$ cat config.mk
export PLATFORM = sky130hd
export DESIGN_NAME = secure_access_ctrl
export DESIGN_NICKNAME = d
export VERILOG_FILES = /design/src/rtl/secure_pkg.sv /design/src/rtl/secure_key_table.sv /design/src/rtl/secure_access_ctrl.sv
export SDC_FILE = /design/constraint.sdc
export NUM_CORES = 1
export LEC_CHECK = 0
export BUFFER_PORTS_ARGS = -buffer_cell sky130_fd_sc_hd__buf_2
export CAP_MARGIN = 20
export CORE_ASPECT_RATIO = 0.9
export CORE_MARGIN = 4
export CORE_UTILIZATION = 54
export DETAILED_ROUTE_END_ITERATION = 12
export GPL_TIMING_DRIVEN = 0
export PLACE_DENSITY = 0.76
export SLEW_MARGIN = 10
export SYNTH_ARGS = -nofsm -noshare
export SYNTH_HDL_FRONTEND = slang
export SYNTH_SLANG_ARGS = --single-unit
$ cat constraint.sdc
create_clock -name clk -period 8.18 [get_ports clk]
set_input_delay 0.409 -clock clk [delete_from_list [all_inputs] [get_ports clk]]
set_output_delay 0.409 -clock clk [all_outputs]
set_load 0.01 [all_outputs]
$ cat src/rtl/secure_pkg.sv
// Shared types and helpers for the key-checked memory access controller.
package secure_pkg;

  typedef enum logic [2:0] {
    ST_IDLE    = 3'd0,
    ST_CHECK   = 3'd1,
    ST_ACCESS  = 3'd2,
    ST_RD_WAIT = 3'd3,
    ST_RESP    = 3'd4,
    ST_LOCK    = 3'd5
  } state_e;

  localparam logic RSP_ERR_NONE   = 1'b0;
  localparam logic RSP_ERR_DENIED = 1'b1;

  // Bits needed to index n items; never returns 0 so vectors stay legal.
  function automatic int unsigned clog2_min1(input int unsigned n);
    int unsigned w;
    w = 1;
    while ((32'd1 << w) < n) w++;
    return w;
  endfunction

endpackage

$ cat src/rtl/secure_key_table.sv
// Per-region access key store: one write port, one combinational read port.
module secure_key_table
  import secure_pkg::*;
#(
  parameter int NUM_REGIONS = 4,
  parameter int KEY_W       = 16,
  parameter int REGION_W    = 2
) (
  input  logic                clk_i,
  input  logic                rst_i,
  input  logic                we_i,
  input  logic [REGION_W-1:0] waddr_i,
  input  logic [KEY_W-1:0]    wdata_i,
  input  logic [REGION_W-1:0] raddr_i,
  output logic [KEY_W-1:0]    rdata_o
);

  logic [KEY_W-1:0] key_q [NUM_REGIONS];

  always_ff @(posedge clk_i or posedge rst_i) begin
    if (rst_i) begin
      for (int i = 0; i < NUM_REGIONS; i++) key_q[i] <= '0;
    end else if (we_i) begin
      key_q[waddr_i] <= wdata_i;
    end
  end

  // Reads see the pre-edge value, so a same-cycle write is not visible.
  assign rdata_o = key_q[raddr_i];

endmodule

$ cat src/rtl/secure_access_ctrl.sv
// Key-checked access controller between the register file and a single-port
// data memory, with per-region keys and a brute-force lockout.
module secure_access_ctrl
  import secure_pkg::*;
#(
  parameter int DATA_W      = 32,
  parameter int ADDR_W      = 10,
  parameter int KEY_W       = 16,
  parameter int NUM_REGIONS = 4,
  parameter int MAX_FAILS   = 3,
  parameter int LOCK_CYCLES = 16,
  localparam int REGION_W   = clog2_min1(NUM_REGIONS)
) (
  input  logic                clk,
  input  logic                rst,
  input  logic                req_valid,
  output logic                req_ready,
  input  logic                req_write,
  input  logic [ADDR_W-1:0]   req_addr,
  input  logic [DATA_W-1:0]   req_wdata,
  input  logic [KEY_W-1:0]    req_key,
  input  logic                key_load,
  input  logic [REGION_W-1:0] key_region,
  input  logic [KEY_W-1:0]    key_value,
  output logic                mem_en,
  output logic                mem_we,
  output logic [ADDR_W-1:0]   mem_addr,
  output logic [DATA_W-1:0]   mem_wdata,
  input  logic [DATA_W-1:0]   mem_rdata,
  output logic                rsp_valid,
  input  logic                rsp_ready,
  output logic [DATA_W-1:0]   rsp_rdata,
  output logic                rsp_err,
  output logic                locked,
  output logic [2:0]          dbg_state
);

  localparam int FAIL_W = clog2_min1(MAX_FAILS + 1);
  localparam int LOCK_W = clog2_min1(LOCK_CYCLES);
  localparam logic [FAIL_W-1:0] FAIL_MAX  = FAIL_W'(MAX_FAILS);
  localparam logic [LOCK_W-1:0] LOCK_INIT = LOCK_W'(LOCK_CYCLES - 1);

  state_e              state_q;
  logic                write_q;
  logic [ADDR_W-1:0]   addr_q;
  logic [DATA_W-1:0]   wdata_q;
  logic [KEY_W-1:0]    key_q;
  logic [FAIL_W-1:0]   fail_cnt_q;
  logic [LOCK_W-1:0]   lock_cnt_q;
  logic                mem_en_q, mem_we_q;
  logic [ADDR_W-1:0]   mem_addr_q;
  logic [DATA_W-1:0]   mem_wdata_q;
  logic                rsp_valid_q, rsp_err_q;
  logic [DATA_W-1:0]   rsp_rdata_q;
  logic [KEY_W-1:0]    table_key;
  logic                key_ok_d;

  secure_key_table #(
    .NUM_REGIONS (NUM_REGIONS),
    .KEY_W       (KEY_W),
    .REGION_W    (REGION_W)
  ) u_key_table (
    .clk_i   (clk),
    .rst_i   (rst),
    .we_i    (key_load),
    .waddr_i (key_region),
    .wdata_i (key_value),
    .raddr_i (addr_q[ADDR_W-1 -: REGION_W]),
    .rdata_o (table_key)
  );

  // A zero table entry disables its region regardless of the presented key.
  assign key_ok_d = (table_key != '0) && (table_key == key_q);

  // Both channels transfer on a clock edge where valid && ready are high.
  // A request is held by the requester until accepted; a response is held
  // stable by this block until accepted.
  assign req_ready = (state_q == ST_IDLE) && !rst;
  assign locked    = (state_q == ST_LOCK);
  assign dbg_state = state_q;
  assign mem_en    = mem_en_q;
  assign mem_we    = mem_we_q;
  assign mem_addr  = mem_addr_q;
  assign mem_wdata = mem_wdata_q;
  assign rsp_valid = rsp_valid_q;
  assign rsp_err   = rsp_err_q;
  assign rsp_rdata = rsp_rdata_q;

  always_ff @(posedge clk or posedge rst) begin
    if (rst) begin
      state_q     <= ST_IDLE;
      write_q     <= 1'b0;
      addr_q      <= '0;
      wdata_q     <= '0;
      key_q       <= '0;
      fail_cnt_q  <= '0;
      lock_cnt_q  <= '0;
      mem_en_q    <= 1'b0;
      mem_we_q    <= 1'b0;
      mem_addr_q  <= '0;
      mem_wdata_q <= '0;
      rsp_valid_q <= 1'b0;
      rsp_err_q   <= RSP_ERR_NONE;
      rsp_rdata_q <= '0;
    end else begin
      case (state_q)
        ST_IDLE: begin
          if (req_valid && req_ready) begin
            write_q <= req_write;
            addr_q  <= req_addr;
            wdata_q <= req_wdata;
            key_q   <= req_key;
            state_q <= ST_CHECK;
          end
        end
        ST_CHECK: begin
          if (key_ok_d) begin
            mem_en_q    <= 1'b1;
            mem_we_q    <= write_q;
            mem_addr_q  <= addr_q;
            mem_wdata_q <= wdata_q;
            state_q     <= ST_ACCESS;
          end else begin
            rsp_valid_q <= 1'b1;
            rsp_err_q   <= RSP_ERR_DENIED;
            rsp_rdata_q <= '0;
            if (fail_cnt_q != FAIL_MAX) fail_cnt_q <= fail_cnt_q + 1'b1;
            state_q     <= ST_RESP;
          end
        end
        ST_ACCESS: begin
          mem_en_q   <= 1'b0;
          mem_we_q   <= 1'b0;
          fail_cnt_q <= '0;
          if (write_q) begin
            rsp_valid_q <= 1'b1;
            rsp_err_q   <= RSP_ERR_NONE;
            rsp_rdata_q <= '0;
            state_q     <= ST_RESP;
          end else begin
            state_q <= ST_RD_WAIT;
          end
        end
        ST_RD_WAIT: begin
          rsp_valid_q <= 1'b1;
          rsp_err_q   <= RSP_ERR_NONE;
          rsp_rdata_q <= mem_rdata;
          state_q     <= ST_RESP;
        end
        ST_RESP: begin
          if (rsp_ready) begin
            rsp_valid_q <= 1'b0;
            rsp_err_q   <= RSP_ERR_NONE;
            rsp_rdata_q <= '0;
            if (fail_cnt_q == FAIL_MAX) begin
              lock_cnt_q <= LOCK_INIT;
              state_q    <= ST_LOCK;
            end else begin
              state_q <= ST_IDLE;
            end
          end
        end
        ST_LOCK: begin
          if (lock_cnt_q == '0) begin
            fail_cnt_q <= '0;
            state_q    <= ST_IDLE;
          end else begin
            lock_cnt_q <= lock_cnt_q - 1'b1;
          end
        end
        default: state_q <= ST_IDLE;
      endcase
    end
  end

endmodule

==> impl_results.md, run 1 <==
- PD cells: around 300 mW/mm^2
- Initial Util: between 50% and 60%
- Worst skew pair latency: ~0.5 ns
- H-tree levels: 1
- Adder-cell area share of the yosys netlist: less than 1%
- # Post-CTS Setup Buffers: 0
- Total GRT Usage: between 20% and 30%
- Crit. path cell count: 9
- Final Skew: ~0.013 ns
- First-pass GRT wire length: between 30000 and 40000 microns
- First-pass DRT Iterations: 4
- First-iteration detailed-routing DRC count: roughly 310
- Outcome: complete, no violations
- LEAKAGE: about 0.0054 uW
- Vert. Die Dim: ~130 microns
- N_diodes: 0
- Crit end category: flip-flop
- Antenna violations before repair: 0
- Share of cells above drive strength 1: 53.2%
- Final period util: a little over a third
- YS warnings: 0
- Critical Path Max Stage Delay: ~0.38 ns
- Number of library cell types mapped by synthesis: between 40 and 50
- Core ar.: around 0.016 sq mm
- DR DRC count: 0
- Slew margin rel.: between 20 and 30%
- Post-synth ARST share: between 90% and 100%
- Minimum clock period: approximately 3 ns
- Average size of a mapped cell: 15.4 sq um
- Slew Viols, Final: 0
- Cell Rows: 44
- Post-Syn Area: 0.00888 sq mm
- Drt wl/cell: 19.1 microns
- I/O Buffers: 196
- Hold-fix buffer count after cts: 0
- Wirelength, routed: 19500 microns
- Post-synth EDFFs: 0
- Post-synthesis mux area share: a little over a quarter
- Die area: 0.0186 sq mm
- CP Launch Type: flip-flop
- Fillers: 1151
- Ports: roughly 200
- Synth Instances: ~580
- Worst Path Arrival: roughly 3.3 ns
- Nets: 912
- Top_reg_cell synth: dfrtp_1
- Min-Delay Path Class: primary input to async pin
- WP data required: 8.55 ns
- Synth Area in Compound Gates: 5.73%
- RSZ-0062 raised after global routing: false
- Cell repeated most along the worst path: buf_2
- Clk root buf: clkbuf_16
- Top cells by instance count after synthesis: 210 x dfrtp_1, 127 x mux2_2, 39 x mux2_4
- Maxcap violations: 0
- Largest net degree at the start of global routing: 117
- Hold_ws: roughly 0.037 ns
- Syn Nets: about 690
- Yosys reg bits: between 200 and 250
- CTS tree: yes
- Via-per-instance ratio: about 5.5
- Max Fanout on Critical Path: 10
- Largest family of logic cells by synthesized area: multiplexers
- DIE WIDTH: approximately 140 microns
- Remaining Overflow, GRT: 0
- Part of the Yosys area used for sequential elements: about three fifths
- Final setup violation count: 0
- Cell Chain, Critical Path: buf_2, buf_2, mux4_2, xnor2_1, nand4_1, nor2_2, nand4_4, buf_6, mux2_4
- Synth-to-layout area growth: 22.8%
- Synth area leader: dfrtp_1
- Simple-Gate Fraction of Synth Area: ~4.2%
- Most common cell in the synthesized netlist: dfrtp_1
- Critical path type: flip-flop to flip-flop
- Via count: 5639
- Top cell type's share of synthesized area: 59.2%
- Vias in the first global route: a little under 6000
- Largest cells by area after synthesis: dfrtp_1 59%, mux2_2 16%, mux2_4 6.6%, mux4_2 4.1%, a22o_1 3.2%
- Clk buf depth: 3
- ANT nets after route: 0
- CTS buffer count: 22
- Clock Sinks: 210
- Peak Freq: between 300 and 400 MHz
- Crit-path slowest cell: mux4_2
- Clk slew on worst S/H paths: about 0.060 ns
- Actual slew at the worst max-slew pin: between 1 and 1.5 ns
- Setup TNS: 0 ns
- Worst VDD drop: between 0.00015 and 0.0002 V
- CTS resizes: 0
- Area share of xor/xnor cells in the synthesized design: approximately 1.6%
- Fin. Hold Viols: 0
- Final GP Congestion: 0.811
- Dpl hpwl: about 14000 microns
- CP delay by family, top: buffers and inverters
- Cell count of the worst reg-to-reg path: 9
- Critical path buffer and inverter count: 3
[stage by stage]
| step | instance area (sq um) | power, uW | setup WS (ns) | util (%) | cells |
|---|---|---|---|---|---|
| 2_1_floorplan | 8880 | 2000 | 2.03 | - | 575 |
| 3_3_place_gp | 10100 | 2170 | 0.126 | 62.7 | 978 |
| 3_5_place_dp | 10200 | 2230 | 5.24 | 63.0 | 979 |
| 4_1_cts | 10900 | 3250 | 5.20 | 67.6 | 1017 |
| 5_1_grt | 10900 | 3400 | 5.08 | 67.6 | 1017 |
| 6_report | 10900 | 3220 | 5.23 | 67.6 | 1017 |
[per-layer routing]
metal	vias up	global-route usage, %	routed length (microns)
met2	164	35.0	9690
met3	30	3.58	1170
li1	2562	-	-
met5	-	0	0
met4	0	4.08	348
met1	2883	29.1	8260
[flip-flops by register name, indices dropped and copies added (netlist names), 2 cells and up]
signal             flops
addr_q                10
dbg_state              3
fail_cnt_q             2
key_q                 16
lock_cnt_q             4
mem_addr              10
mem_wdata             32
rsp_rdata             32
u_key_table.key_q     64
wdata_q               32
[power breakdown]
group | total [uW] | leakage (uW) | switching [uW] | internal (uW)
logic | 784 | 0.00239 | 352 | 432
registers | 1420 | 0.00264 | 151 | 1270
clock network | 1020 | 0.000364 | 389 | 629
[worst paths after layout]
path	slack, ns	end	start
setup / recovery	5.23	mem_addr[1]	addr_q[8]
hold / removal	0.04	rsp_rdata[6]	rst
setup reg to reg	5.23	mem_addr[1]	addr_q[8]
hold reg to reg	0.50	rsp_rdata[0]	rsp_rdata[0]
max in group asynchronous	7.16	key_q[0]	rst
min in group clk	0.14	rsp_rdata[14]	mem_rdata[14]
[cell families (layout without fill, tap and decap cells)]
logic type | Yosys count | count (layout)
AOI/OAI and AO/OA | 64 | 64
xor gates and xnor gates | 16 | 16
adders and majority gates | 2 | 2
buffers and inverters | 37 | 272
DFF | 210 | 210
muxes | 182 | 182
and+or+nand+nor | 64 | 64
[worst reg2reg max path: cells and delay by family, from the launching register on]
kind | cells | cell delay, ns
buffers and inverters | 3 | 0.90
AND/OR/NAND/NOR | 3 | 0.72
multiplexers | 2 | 0.70
flip-flops | 1 | 0.37
XOR/XNOR | 1 | 0.15
[placed cells by master (no fill, tap or decap), types with 2 or more instances in the layout]
master	synthesis	routed
nand3_1	3	3
a41oi_1	2	2
nand4_1	4	4
clkbuf_16	0	23
clkinvlp_4	0	2
a31oi_1	2	2
nand2_1	8	8
buf_6	8	8
xnor2_1	16	16
nor3b_1	2	2
nor4_1	6	6
and2_1	5	5
mux2_2	127	127
a21oi_1	10	10
mux2_4	39	39
nor2_1	13	13
clkbuf_1	9	13
o21ai_0	7	7
inv_1	10	9
a22o_1	32	32
dfrtp_1	210	210
nor3_1	6	6
bufinv_16	0	2
buf_1	7	7
clkbuf_8	0	6
or4_1	4	4
ha_1	2	2
nand2b_1	4	4
buf_2	3	199
nand3b_1	3	3
o41ai_1	2	2
mux4_2	16	16
nor2_2	2	2
[area by class of cell]
| class | count | area (sq um) | share of cell area, % |
|---|---|---|---|
| flip-flops and latches | 210 | 5260 | 48.2 |
| repair buffers | 197 | 1010 | 9.24 |
| plain buffers | 27 | 165 | 1.51 |
| clock buffers | 33 | 673 | 6.17 |
| inverters | 10 | 45.0 | 0.413 |
| well taps | 207 | 259 | 2.37 |
| multi-input cells | 328 | 3420 | 31.4 |
| clock inverters | 5 | 80.1 | 0.734 |
No activity file was read; power rests on OpenSTA's default activity.
==> run 2, diff against run 1 <==
==> constraint.sdc (replaced) <==
create_clock -name clk -period 2.9 [get_ports clk]
set_input_delay 0.145 -clock clk [delete_from_list [all_inputs] [get_ports clk]]
set_output_delay 0.145 -clock clk [all_outputs]
set_load 0.01 [all_outputs]
==> run 2 against run 1 <==
  * Combinational power rose to 3.1 times the previous value
  * Sequential share of layout area is 4.6 points lower
  * Via count rose by 11%
  * Design area is 11% higher
  * Non-clock buffer count increased by 119
  * Critical endpoint is now mem_wdata[20]
  * Largest cell class unchanged
==> impl_results.md, run 2 (synthesis results as in run 1) <==
- Place WS: -0.106 ns (was 5.24 ns)
- Cell Rows: 44 (unchanged)
- H-tree levels: 1 (unchanged)
- Max Fanout on Critical Path: 10 (unchanged)
- Critical Path Max Stage Delay: 0.57 ns (was 0.38 ns)
- Largest net degree at the start of global routing: 42 (was 117)
- Min-Delay Path Class: primary input to flip-flop (was primary input to async pin)
- Setup TNS: 0 ns (unchanged)
- DIE WIDTH: 143 microns (unchanged)
- WP data required: 3.27 ns (was 8.55 ns)
- Outcome: complete, no violations (unchanged)
- Maxcap violations: 0 (unchanged)
- Fillers: 971 (was 1151)
- Vert. Die Dim: 130 microns (unchanged)
- Largest Register: u_key_table.key_q (unchanged)
- Final setup violation count: 0 (unchanged)
- RSZ-0062 raised after global routing: true (was false)
- Nets: 1031 (was 912)
- Die area: 0.0186 sq mm (unchanged)
- Hold Path Sink: dbg_state[2]
- I/O Buffers: 196 (unchanged)
- Wirelength, routed: 22200 microns (was 19500 microns)
- Reg-to-reg critical path startpoint: addr_q[9] (was addr_q[8])
- Slew Viols, Final: 0 (unchanged)
- CTS buffer count: 22 (unchanged)
- Placed Cells: 984 (was 979)
- Worst hold start: rsp_ready
- CP delay by family, top: multiplexers (was buffers and inverters)
- PnR worst setup slack: 0.0958 ns (was 5.23 ns)
- Commonest cells after routing, fill and taps aside: 209 x dfrtp_1, 198 x buf_2, 127 x mux2_2, 108 x dlygate4sd3_1, 39 x mux2_4 (was 210 x dfrtp_1, 199 x buf_2, 127 x mux2_2, 39 x mux2_4, 32 x a22o_1)
- Peak Freq: 357 MHz (was 339 MHz)
- Worst Path Arrival: 3.18 ns (was 3.32 ns)
- Ports: 197 (unchanged)
- Number of flip-flops under the largest register name: 64 (unchanged)
- Initial Util: 55.1% (unchanged)
- Worst reg2reg endpoint: mem_wdata[20] (was mem_addr[1])
- Cell count of the worst reg-to-reg path: 8 (was 9)
- Via count: 6234 (was 5639)
- Share of cells above drive strength 1: 47.7% (was 53.2%)
- Crit end category: flip-flop (unchanged)
- DR DRC count: 0 (unchanged)
- Final period util: 96.7% (was 36.1%)
- Remaining Overflow, GRT: 0 (unchanged)
- Fin. Hold Viols: 0 (unchanged)
- Reg2reg setup slack: 0.1 ns (was 5.23 ns)
- Total GRT Usage: 24.2% (was 20.8%)
- Critical path buffer and inverter count: 2 (was 3)
- First-iteration detailed-routing DRC count: 258 (was 308)
- Antenna violations before repair: 1 (was 0)
- Final GP Congestion: 0.847 (was 0.811)
- Crit. path cell count: 8 (was 9)
- Clk buf depth: 3 (unchanged)
- Clk slew on worst S/H paths: 0.06 ns (about the same)
- Minimum clock period: 2.80 ns (was 2.95 ns)
- Vias in the first global route: 6873 (was 5846)
- CTS tree: yes (unchanged)
- Worst VDD drop: 0.000737 V (was 0.000192 V)
- Via-per-instance ratio: 5.48 (was 5.54)
- Clk root buf: clkbuf_16 (unchanged)
- Actual slew at the worst max-slew pin: 0.792 ns (was 1.07 ns)
- LEAKAGE: 0.00589 uW (was 0.00539 uW)
- Worst skew pair latency: 0.50 ns (about the same)
- First-pass DRT Iterations: 5 (was 4)
- Cell repeated most along the worst path: buf_6 (was buf_2)
- Critical path type: flip-flop to flip-flop (unchanged)
- Dpl hpwl: 14500 microns (was 13900 microns)
- Slew margin rel.: 47.2% (was 28.3%)
- Synth-to-layout area growth: 35.9% (was 22.8%)
- Clock Sinks: 210 (unchanged)
- Core ar.: 0.0161 sq mm (unchanged)
- Final cell count without fillers: 1137 (was 1017)
- ANT nets after route: 0 (unchanged)
- Final Skew: 0.0126 ns (was 0.0128 ns)
- Cell Chain, Critical Path: buf_6, mux4_2, nor4_1, nand2_1, a211o_4, nand4_4, buf_6, mux2_4 (was buf_2, buf_2, mux4_2, xnor2_1, nand4_1, nor2_2, nand4_4, buf_6, mux2_4)
- Drt wl/cell: 19.6 microns (was 19.1 microns)
- CP Launch Type: flip-flop (unchanged)
- Most common cell after layout, fill and taps aside: dfrtp_1 (unchanged)
- First-pass GRT wire length: 35700 microns (was 31100 microns)
- Hold path depth: 4
- Hold_ws: 0.0498 ns (was 0.0371 ns)
- PD cells: 752 mW/mm^2 (was 295 mW/mm^2)
- Crit-path slowest cell: mux4_2 (unchanged)
run 2: area by class of cell:
cell class | count | area (sq um) | share of cell area [%]
inverters | 10 | 41.3 | 0.342
plain buffers | 27 | 170 | 1.41
multi-input cells | 328 | 3430 | 28.4
clock buffers | 30 | 642 | 5.32
repair buffers | 316 | 2220 | 18.4
well taps | 207 | 259 | 2.15
diodes | 2 | 5.00 | 0.0415
clock inverters | 7 | 41.3 | 0.342
flip-flops and latches | 210 | 5260 | 43.5
run 2: worst max-delay path by stage:
stage | start | to | slack, ns
2_1_floorplan | rst | addr_q[0] | 0.03
3_3_place_gp | rst | u_key_table.key_q[62] | -1.04
3_5_place_dp | addr_q[8] | mem_addr[2] | -0.11
4_1_cts | addr_q[8] | mem_addr[2] | 0.02
5_1_grt | addr_q[9] | rsp_rdata[24] | -0.02
6_report | addr_q[9] | mem_wdata[20] | 0.1
run 2: timing repair:
item / CTS / global route
buffers inserted: 0 / 5
pin swaps: 0 / 2
hold buffers: 108 / 0
resized for setup: 3 / 2
hold endpoints to repair: 258 / 0
setup endpoints to repair: 39 / 69
run 2: report_power, final:
group          total [uW]  switching [uW]  internal, uW
clock                2650            1100          1540
combinational        2410            1070          1340
sequential           4020             434          3580
total                9070            2610          6470
run 2: per-stage QoR:
step / area [sq um] / utilization (%) / total power (uW)
after floorplan: 8880 / - / 5650
after global placement: 10100 / 62.8 / 6140
after detailed placement: 10200 / 63.5 / 6310
after CTS: 12000 / 74.5 / 9100
after global routing: 12100 / 74.8 / 9570
final: 12100 / 74.8 / 9070
run 2: worst min-delay path: stages:
cell and delay, ns:
buf_2 0.12, a21oi_1 0.13, nor3_1 0.05, o21ai_0 0.06
run 2: per-layer routing:
layer | vias up | wire length [microns] | track usage, %
met2 | 220 | 11400 | 41.9
met4 | 0 | 554 | 7.04
li1 | 2791 | - | -
met1 | 3176 | 9010 | 31.8
met3 | 47 | 1220 | 4.02
met5 | - | 0 | 0
==> run 3, diff against run 2 <==
--- a/config.mk
+++ b/config.mk
@@ -12,6 +12,7 @@
 export CORE_UTILIZATION = 54
 export DETAILED_ROUTE_END_ITERATION = 12
 export GPL_TIMING_DRIVEN = 0
+export MAX_ROUTING_LAYER = met4
 export PLACE_DENSITY = 0.76
 export SLEW_MARGIN = 10
 export SYNTH_ARGS = -nofsm -noshare
==> run 3 against run 2 <==
  * Maximum frequency is essentially flat
  * Design area unchanged
  * Critical endpoint is now mem_wdata[4]
  * Power is essentially flat
  * Clock power about the same
  * Largest power group unchanged
==> impl_results.md, run 3 (synthesis results as in run 1) <==
- Outcome: complete, no violations (unchanged)
- Via-per-instance ratio: 5.48 (about the same)
- GR Util met1: 31.9% (was 31.8%)
- Core ar.: 0.0161 sq mm (unchanged)
- Remaining Overflow, GRT: 0 (unchanged)
- CP Launch Type: flip-flop (unchanged)
- Number of flip-flops under the largest register name: 64 (unchanged)
- Post-layout util: 74.8% (unchanged)
- CTS buffer count: 22 (unchanged)
- Most common cell after layout, fill and taps aside: dfrtp_1 (unchanged)
- Clk buf depth: 3 (unchanged)
- First-iteration detailed-routing DRC count: 344 (was 258)
- Worst VDD drop: 0.000738 V (was 0.000737 V)
- Total power: 9070 uW (about the same)
- Worst skew pair latency: 0.49 ns (was 0.50 ns)
- First-pass GRT wire length: 35800 microns (was 35700 microns)
- CTS tree: yes (unchanged)
- DR DRC count: 0 (unchanged)
- Fin. Hold Viols: 0 (unchanged)
- Gr busiest metal: met2 (unchanged)
- PnR worst setup slack: 0.0953 ns (was 0.0958 ns)
- Max Fanout on Critical Path: 10 (unchanged)
- Ports: 197 (unchanged)
- Worst hold start: rsp_ready (unchanged)
- WP data required: 3.27 ns (about the same)
- Drt wl/cell: 19.5 microns (was 19.6 microns)
- ANT nets after route: 0 (unchanged)
- Final GP Congestion: 0.860 (was 0.847)
- PD cells: 751 mW/mm^2 (was 752 mW/mm^2)
- Worst reg2reg endpoint: mem_wdata[4] (was mem_wdata[20])
- Min-Delay Path Class: primary input to flip-flop (unchanged)
- Initial Util: 55.1% (unchanged)
- Hold Path Sink: dbg_state[2] (unchanged)
- Actual slew at the worst max-slew pin: 0.794 ns (was 0.792 ns)
- Clock Sinks: 210 (unchanged)
- Crit end category: flip-flop (unchanged)
- Reg-to-reg critical path startpoint: addr_q[9] (unchanged)
- Hold path depth: 4 (unchanged)
- I/O Buffers: 196 (unchanged)
- Hold_ws: 0.0505 ns (was 0.0498 ns)
- GR Util met3: 4.02% (unchanged)
- LEAKAGE: 0.00589 uW (unchanged)
- Via count: 6235 (was 6234)
- Antenna violations before repair: 1 (unchanged)
- DIE WIDTH: 143 microns (unchanged)
- First-pass DRT Iterations: 7 (was 5)
- Total GRT Usage: 25.0% (was 24.2%)
- Maxcap violations: 0 (unchanged)
- Finished Cell Area: 0.0121 sq mm (unchanged)
- Post-place instance area: 0.0102 sq mm (unchanged)
- Largest net degree at the start of global routing: 42 (unchanged)
- Fillers: 971 (unchanged)
- Peak Freq: 357 MHz (about the same)
- Met2 Use GR: 42.0% (was 41.9%)
- Die area: 0.0186 sq mm (unchanged)
- Clk root buf: clkbuf_16 (unchanged)
- Critical path type: flip-flop to flip-flop (unchanged)
- H-tree levels: 1 (unchanged)
- Cell Rows: 44 (unchanged)
- Cell count of the worst reg-to-reg path: 8 (unchanged)
- Vias in the first global route: 6867 (was 6873)
- Clk slew on worst S/H paths: 0.06 ns (about the same)
- Nets: 1031 (unchanged)
- Slew Viols, Final: 0 (unchanged)
- Largest Register: u_key_table.key_q (unchanged)
- Minimum clock period: 2.80 ns (about the same)
- Final period util: 96.7% (about the same)
- Synth-to-layout area growth: 35.9% (unchanged)
- Worst Path Arrival: 3.18 ns (about the same)
- Commonest cells after routing, fill and taps aside: 209 x dfrtp_1, 198 x buf_2, 127 x mux2_2, 108 x dlygate4sd3_1, 39 x mux2_4 (unchanged)
- Final setup violation count: 0 (unchanged)
- Final Skew: 0.0123 ns (was 0.0126 ns)
- RSZ-0062 raised after global routing: true (unchanged)
- Wirelength, routed: 22200 microns (about the same)
- Share of cells above drive strength 1: 47.7% (unchanged)
- Dpl hpwl: 14500 microns (unchanged)
- Vert. Die Dim: 130 microns (unchanged)
- Reg2reg setup slack: 0.1 ns (about the same)
- Slew margin rel.: 47.0% (was 47.2%)
- Place WS: -0.106 ns (unchanged)
## run 3: cell counts in the layout (fill, tap and decap cells not counted)
No cell type changed its count.
## run 3: critical path, stage by stage, from the launching register on
cell and delay [ns]:
dfrtp_2 0.42, buf_6 0.21, mux4_2 0.59, nor4_1 0.27
nand2_1 0.11, a211o_4 0.33, nand4_4 0.19, buf_6 0.22
mux2_4 0.32
## run 3: metrics by stage
| stage | std cells | setup TNS [ns] |
|---|---|---|
| floorplan | 575 | 0 |
| global placement | 978 | -214.99 |
| detailed placement | 984 | -3.68 |
| CTS | 1129 | 0 |
| global route | 1136 | -0.751 |
| finish | 1137 | 0 |
## run 3: how the worst max path moves through the flow
| stage | startpoint | cells past startpoint | slack [ns] | to |
|---|---|---|---|---|
| floorplan | rst | 1 | 0.03 | addr_q[0] |
| global placement | rst | 2 | -1.04 | u_key_table.key_q[62] |
| detailed placement | addr_q[8] | 9 | -0.11 | mem_addr[2] |
| CTS | addr_q[8] | 9 | 0.02 | mem_addr[2] |
| global route | addr_q[9] | 8 | -0.03 | mem_wdata[29] |
| finish | addr_q[9] | 8 | 0.1 | mem_wdata[4] |
## run 3: layout make-up
class	count	area [sq um]	area share [%]
diodes	2	5.00	0.0415
plain buffers	27	170	1.41
clock buffers	30	642	5.32
clock inverters	7	41.3	0.342
inverters	10	41.3	0.342
multi-input cells	328	3430	28.4
flip-flops and latches	210	5260	43.5
well taps	207	259	2.15
repair buffers	316	2220	18.4
## run 3: report_power, final
part           switching (uW)  internal [uW]
combinational            1070           1340
clock                    1100           1540
sequential                433           3580
total                    2600           6470
## run 3: timing repair
item / in CTS / in global routing
gates resized for setup: 3 / 2
pin swaps: 0 / 2
buffers inserted: 0 / 5
hold buffers: 108 / 0
endpoints found under the setup margin: 39 / 69
hold endpoints to repair: 258 / 0
## run 3: routing by layer
metal  wire length (microns)  part of all wire, %
met1                    9030                   41
met5                       0                    0
met2                   11400                   51
met4                     496                  2.2
met3                    1250                  5.6
